`src/rtl/regfile_sb.sv`:
```
// rtl/regfile_sb.sv - register file with registered reads, pending-write scoreboard; optional REGFILE_BYPASS_EN
module regfile_sb #(
    parameter int DATA_W   = 32,
    parameter int ADDR_W   = 5,
    parameter int ZERO_REG = 1
) (
    input  logic              clock,
    input  logic              reset,
    input  logic              ena,
    input  logic [ADDR_W-1:0] addra,
    output logic [DATA_W-1:0] dataa,
    input  logic              enb,
    input  logic [ADDR_W-1:0] addrb,
    output logic [DATA_W-1:0] datab,
    input  logic              enc,
    input  logic [ADDR_W-1:0] addrc,
    input  logic [DATA_W-1:0] datac,
    input  logic              issue_en,
    input  logic [ADDR_W-1:0] issue_addr,
    output logic              hazard_a,
    output logic              hazard_b,
    output logic [ADDR_W:0]   pending
);

    localparam int DEPTH = 1 << ADDR_W;

    logic [DATA_W-1:0] mem [DEPTH];
    logic [DEPTH-1:0]  busy;
    logic [DEPTH-1:0]  busy_next;
    logic [ADDR_W:0]   count_next;

    logic              zero_a, zero_b, zero_c, zero_i;
    logic              byp_a, byp_b;
    logic [DATA_W-1:0] rd_a, rd_b;

    // Address decode for the hardwired zero register and same-edge bypass hits
    always_comb begin
        zero_a = (ZERO_REG != 0) && (addra == '0);
        zero_b = (ZERO_REG != 0) && (addrb == '0);
        zero_c = (ZERO_REG != 0) && (addrc == '0);
        zero_i = (ZERO_REG != 0) && (issue_addr == '0);
`ifdef REGFILE_BYPASS_EN
        byp_a = enc && (addrc == addra);
        byp_b = enc && (addrc == addrb);
`else
        byp_a = 1'b0;
        byp_b = 1'b0;
`endif
    end

    // Read-port data selection: zero register first, then forwarded write data, then storage
    always_comb begin
        rd_a = '0;
        rd_b = '0;
        if (!zero_a) rd_a = byp_a ? datac : mem[addra];
        if (!zero_b) rd_b = byp_b ? datac : mem[addrb];
    end

    // Scoreboard next state: writeback clears, issue sets, set wins on a collision
    always_comb begin
        busy_next = busy;
        if (enc) busy_next[addrc] = 1'b0;
        if (issue_en && !zero_i) busy_next[issue_addr] = 1'b1;
    end

    // Population count of the post-update busy vector feeds the registered pending count
    always_comb begin
        count_next = '0;
        for (int i = 0; i < DEPTH; i++) begin
            count_next = count_next + {{ADDR_W{1'b0}}, busy_next[i]};
        end
    end

    // Hazards look only at live inputs and busy state, never at the read data registers
    always_comb begin
        hazard_a = ena && busy[addra] && !byp_a && !zero_a;
        hazard_b = enb && busy[addrb] && !byp_b && !zero_b;
    end

    // Register storage: writes to the zero register are dropped
    always_ff @(posedge clock or posedge reset) begin
        if (reset) begin
            for (int i = 0; i < DEPTH; i++) mem[i] <= '0;
        end else if (enc && !zero_c) begin
            mem[addrc] <= datac;
        end
    end

    // Registered read ports hold their value while disabled
    always_ff @(posedge clock or posedge reset) begin
        if (reset) begin
            dataa <= '0;
            datab <= '0;
        end else begin
            if (ena) dataa <= rd_a;
            if (enb) datab <= rd_b;
        end
    end

    // Busy bits and the pending count move together so pending always matches busy
    always_ff @(posedge clock or posedge reset) begin
        if (reset) begin
            busy    <= '0;
            pending <= '0;
        end else begin
            busy    <= busy_next;
            pending <= count_next;
        end
    end

endmodule
```
`config.mk`:
```
export PLATFORM = sky130hd
export DESIGN_NAME = regfile_sb
export DESIGN_NICKNAME = d
export VERILOG_FILES = /design/src/rtl/regfile_sb.sv
export SDC_FILE = /design/constraint.sdc
export NUM_CORES = 2
export LEC_CHECK = 0
export ABC_CLOCK_PERIOD_IN_PS = 53400
export CAP_MARGIN = 15
export CORE_MARGIN = 2
export CORE_UTILIZATION = 41
export DETAILED_ROUTE_END_ITERATION = 12
export GPL_TIMING_DRIVEN = 0
export PLACE_DENSITY_LB_ADDON = 0.25
export SETUP_SLACK_MARGIN = 0.02
export SYNTH_ARGS = -nofsm -noshare
export SYNTH_HDL_FRONTEND = slang
export SYNTH_SLANG_ARGS = --single-unit
```
`constraint.sdc`:
```
create_clock -name clock -period 53.4 [get_ports clock]
set_clock_uncertainty 0.05 [all_clocks]
set_input_delay 16.02 -clock clock [delete_from_list [all_inputs] [get_ports clock]]
set_output_delay 16.02 -clock clock [all_outputs]
set_load 0.01 [all_outputs]
```
==> summary by stage <==
Run status
The run finished with clean final reports.

Job
The number of max-cap violations is 0.

STA
The hold violation count in the final report is 0. Derived from the worst setup path, the maximum achievable clock frequency is 0.0280 GHz. The final max-slew violation count is 0. Setup violations remaining at the end of the flow were counted as 0.

In this run the tightest slew margin relative to its limit is 0.212. The actual slew at the worst max-slew pin is 1180 ps. Setup repair after global routing left no endpoint under its margin.

The slack of the critical path is 17710 ps. Of the available clock period, the critical path in the final layout requires 0.668. The final critical-path required period is around 36000 ps.

Power
The reported leakage power is 30.3 nW. The total power divided by cell area is slightly above 40 nW/µm². The maximum VDD drop is 0.103 mV.

Worst setup path
The delay contributed by the slowest stage of the critical path is 580 ps. The nature of the critical path startpoint is an input pin. The critical path class is in2out. The worst path required time is 37330 ps. Counting both buffers and inverters, the worst setup path holds a total of 5. The slowest stage of the critical path is the clkdlybuf4s50_1 cell.

The category of the worst setup path capture point is an output port. The worst endpoint data arrival time is 19620 ps. The signal on the critical path passes through clkdlybuf4s50_1 > buf_2 > buf_2 > buf_2 > mux4_2 > mux4_2 > mux2i_1 > nor3_1 > clkdlybuf4s50_1. In this design, the critical path's most frequently occurring cell is buf_2. The cell family contributing the most delay on the critical path is buffers and inverters. In this run the worst path has a maximum fanout of 10.

Final layout
The final design area excluding fillers is 68100 µm². The area overhead of the layout relative to synthesis is 13.5%. The most common library cell in the layout ignoring fill and taps is dfrtp_1.

The top cell types in the final layout, fill and taps aside, are dfrtp_1, mux2_2, mux2i_1. The net total in the final layout is between 4000 and 5000. The number of fillers in the final layout is 13000.

The register area is around 28000 µm². Of the cells placed in the final design, the portion with a size suffix greater than 1 is 0.378. The multi-input combinational cells in the finished layout cover a total of between 20000 and 30000 µm².

Yosys
The synthesized netlist contains 52 unique library cells. The synthesized netlist occupies a cell area of 60000 µm². For this run, asynchronously set or reset flops after synthesis account for 1.00. The synthesized instance count is 4342. Counting flops with a built-in enable in the synthesized netlist gives 0. Dividing the synthesized area by the synthesized cell count gives 13.8 µm².

The most instantiated flip-flop cell in the synthesis netlist is dfrtp_1. Counting every net in the synthesized netlist gives 4431. The flop and latch count out of synthesis is between 1000 and 1500. For this run, the number of Yosys warnings is 0. Of the synthesized area, sequential elements account for 0.469.

Floorplanning
The floorplan step defined a core boundary enclosing 146000 µm². Measured along the x axis, the die boundary spans 387 µm. The number of core rows is between 100 and 150. The height of the die is 387 µm. The count of boundary I/O pins is 130. The die outline area is between 100000 and 150000 µm². The effective utilization at floorplan is 0.412.

Placed design
Prior to clock tree synthesis, the placed netlist has a worst setup slack of approximately 18000 ps. The number of buffer cells added on primary ports is about 120. After detailed placement, the total cell area comes to 63900 µm². The final RePlAce weighted congestion is 0.924. The half-perimeter wire length after placement is about 150 mm.

CTS
The clock-pin slew of the registers on the worst-case setup and hold paths is around 60 ps. The root buffer cell is clkbuf_16. After clock tree synthesis, the repair step resized 0 gates. At the later pin of the worst-skew pair, clock insertion delay measures ~770 ps. The total of hold buffers inserted after clock tree synthesis is 0. TritonCTS created 119 clock buffers.

The total number of clock tree sinks is 1126. In this run the deepest clock path goes through 3 buffers. The TritonCTS clock tree is done. The H-tree was split into 3 levels. The setup fix buffers added after clock tree synthesis is 0.

Hold path
The path class of the lowest-slack min-delay path is reg2reg.

Routing
In the final routed layout, each cell accounts on average for 30.1 µm. The via count of the routed design is between 40000 and 50000. After detailed routing, the number of remaining DRC violations is 0.

The total wirelength of the detailed-routed design is 199 mm. In the routed layout, each cell is associated on average with a via count of slightly above 6. Before antenna repair, the detailed router went through 7 iterations. In this run the remaining antenna-violating nets after routing total 0. The DRC marker count from the first detailed-route iteration is between 3000 and 4000.

Global route
The via count of the first global-routing pass was between 40000 and 50000. The number of antenna violations at the first check in global routing is 6. The global-route usage over all layers is 0.263. Summed over all layers, the global routing overflow is 0. Entering global routing, the biggest net connects 128 pins. The first-pass GRT wire length is 288 mm.
-- final cells by class --
type,count,share of cell area
multi-input combinational,2685,0.434
sequential,1126,0.414
clock buffer,165,0.0501
tap,1917,0.0352
buffer,477,0.0310
timing repair buffer,128,0.0213
clock inverter,59,0.0118
inverter,54,0.00309
antenna,6,0.000220
-- worst paths after layout --
path	start	end	slack, ps	cells after the start
max	addra[2]	hazard_a	17710	9
min	mem[995]$_DFFE_PP0P_	mem[995]$_DFFE_PP0P_	430	1
max reg2reg	busy[21]$_DFF_PP0_	pending[4]$_DFF_PP0_	48330	19
min reg2reg	mem[995]$_DFFE_PP0P_	mem[995]$_DFFE_PP0P_	430	1
max in group asynchronous	reset	mem[876]$_DFFE_PP0P_	35430	5
min in group asynchronous	reset	mem[70]$_DFFE_PP0P_	15700	2
-- cells by family after synthesis --
kind of cell / Yosys count / share of synthesized area
AO/OA/AOI/OAI: 623 / 0.0777
XOR/XNOR: 3 / 0.000438
adder cells (fa/ha/maj): 31 / 0.00946
buffers and inverters: 531 / 0.0386
flip-flops: 1126 / 0.469
multiplexers: 1845 / 0.388
AND/OR/NAND/NOR: 183 / 0.0165
-- routing by layer --
layer,track usage,vias up,share of wire
met5,0,-,0.000060
met4,0.111,2,0.043
met3,0.0464,327,0.070
met2,0.401,1420,0.45
met1,0.370,21400,0.44
li1,-,17100,-
-- registers in the layout (all words and copies together) (netlist names) --
name	count
busy	32
dataa	32
datab	32
mem	1024
pending	6
-- power breakdown --
group          total [mW]  switching, mW  internal (mW)
sequential           1.15          0.123           1.02
combinational       0.757          0.350          0.407
clock               0.900          0.372          0.528
total                2.80          0.846           1.96
-- Yosys cell counts (3+ instances only) --
library cell  number  share of area
dfrtp_1         1126           0.47
mux2_2          1120           0.21
mux2i_1          451          0.075
mux4_2           274           0.10
clkbuf_1         226          0.014
a21oi_1          128          0.011
a22oi_1          128          0.016
a221o_1          124          0.021
buf_2            120          0.010
buf_1             95         0.0059
nor2b_1           72         0.0075
a211o_1           62         0.0090
a211oi_1          62         0.0078
o22ai_1           62         0.0065
inv_1             54         0.0034
nand2_1           41         0.0026
buf_4             26         0.0033
fa_1              24         0.0080
nor2_1            23         0.0014
o21ai_0           21         0.0018
a22o_1            15         0.0022
buf_6             10         0.0019
nor3_1            10        0.00083
ha_1               7         0.0015
nor3b_1            6        0.00075
nand2b_1           5        0.00052
a32o_1             4        0.00067
and2_1             4        0.00042
nand3_1            4        0.00033
nand3b_1           4        0.00050
xnor2_1            3        0.00044
-- worst register-to-register path, stage by stage, from the launching register on --
cell,delay [ps]
dfrtp_1,400
o21ai_0,80
o21ai_0,220
fa_1,570
inv_1,50
fa_1,450
fa_1,490
inv_1,60
fa_1,530
inv_1,50
fa_1,490
fa_1,400
inv_1,60
ha_1,160
inv_1,60
fa_1,450
inv_1,70
a21o_1,100
a21oi_1,70
xnor2_1,130
-- metrics by stage --
step | setup TNS [ps] | util | instances | hold WS (ps) | total power, mW
after floorplan | 0 | - | 4342 | 399 | 1.70
after global placement | -9313910 | 0.437 | 6375 | 410 | 1.90
after detailed placement | 0 | 0.439 | 6386 | 420 | 1.91
after CTS | 0 | 0.468 | 6610 | 433 | 2.81
after global routing | 0 | 0.468 | 6611 | 449 | 2.95
final | 0 | 0.468 | 6617 | 426 | 2.80
Power figures use the tool's default switching activity.
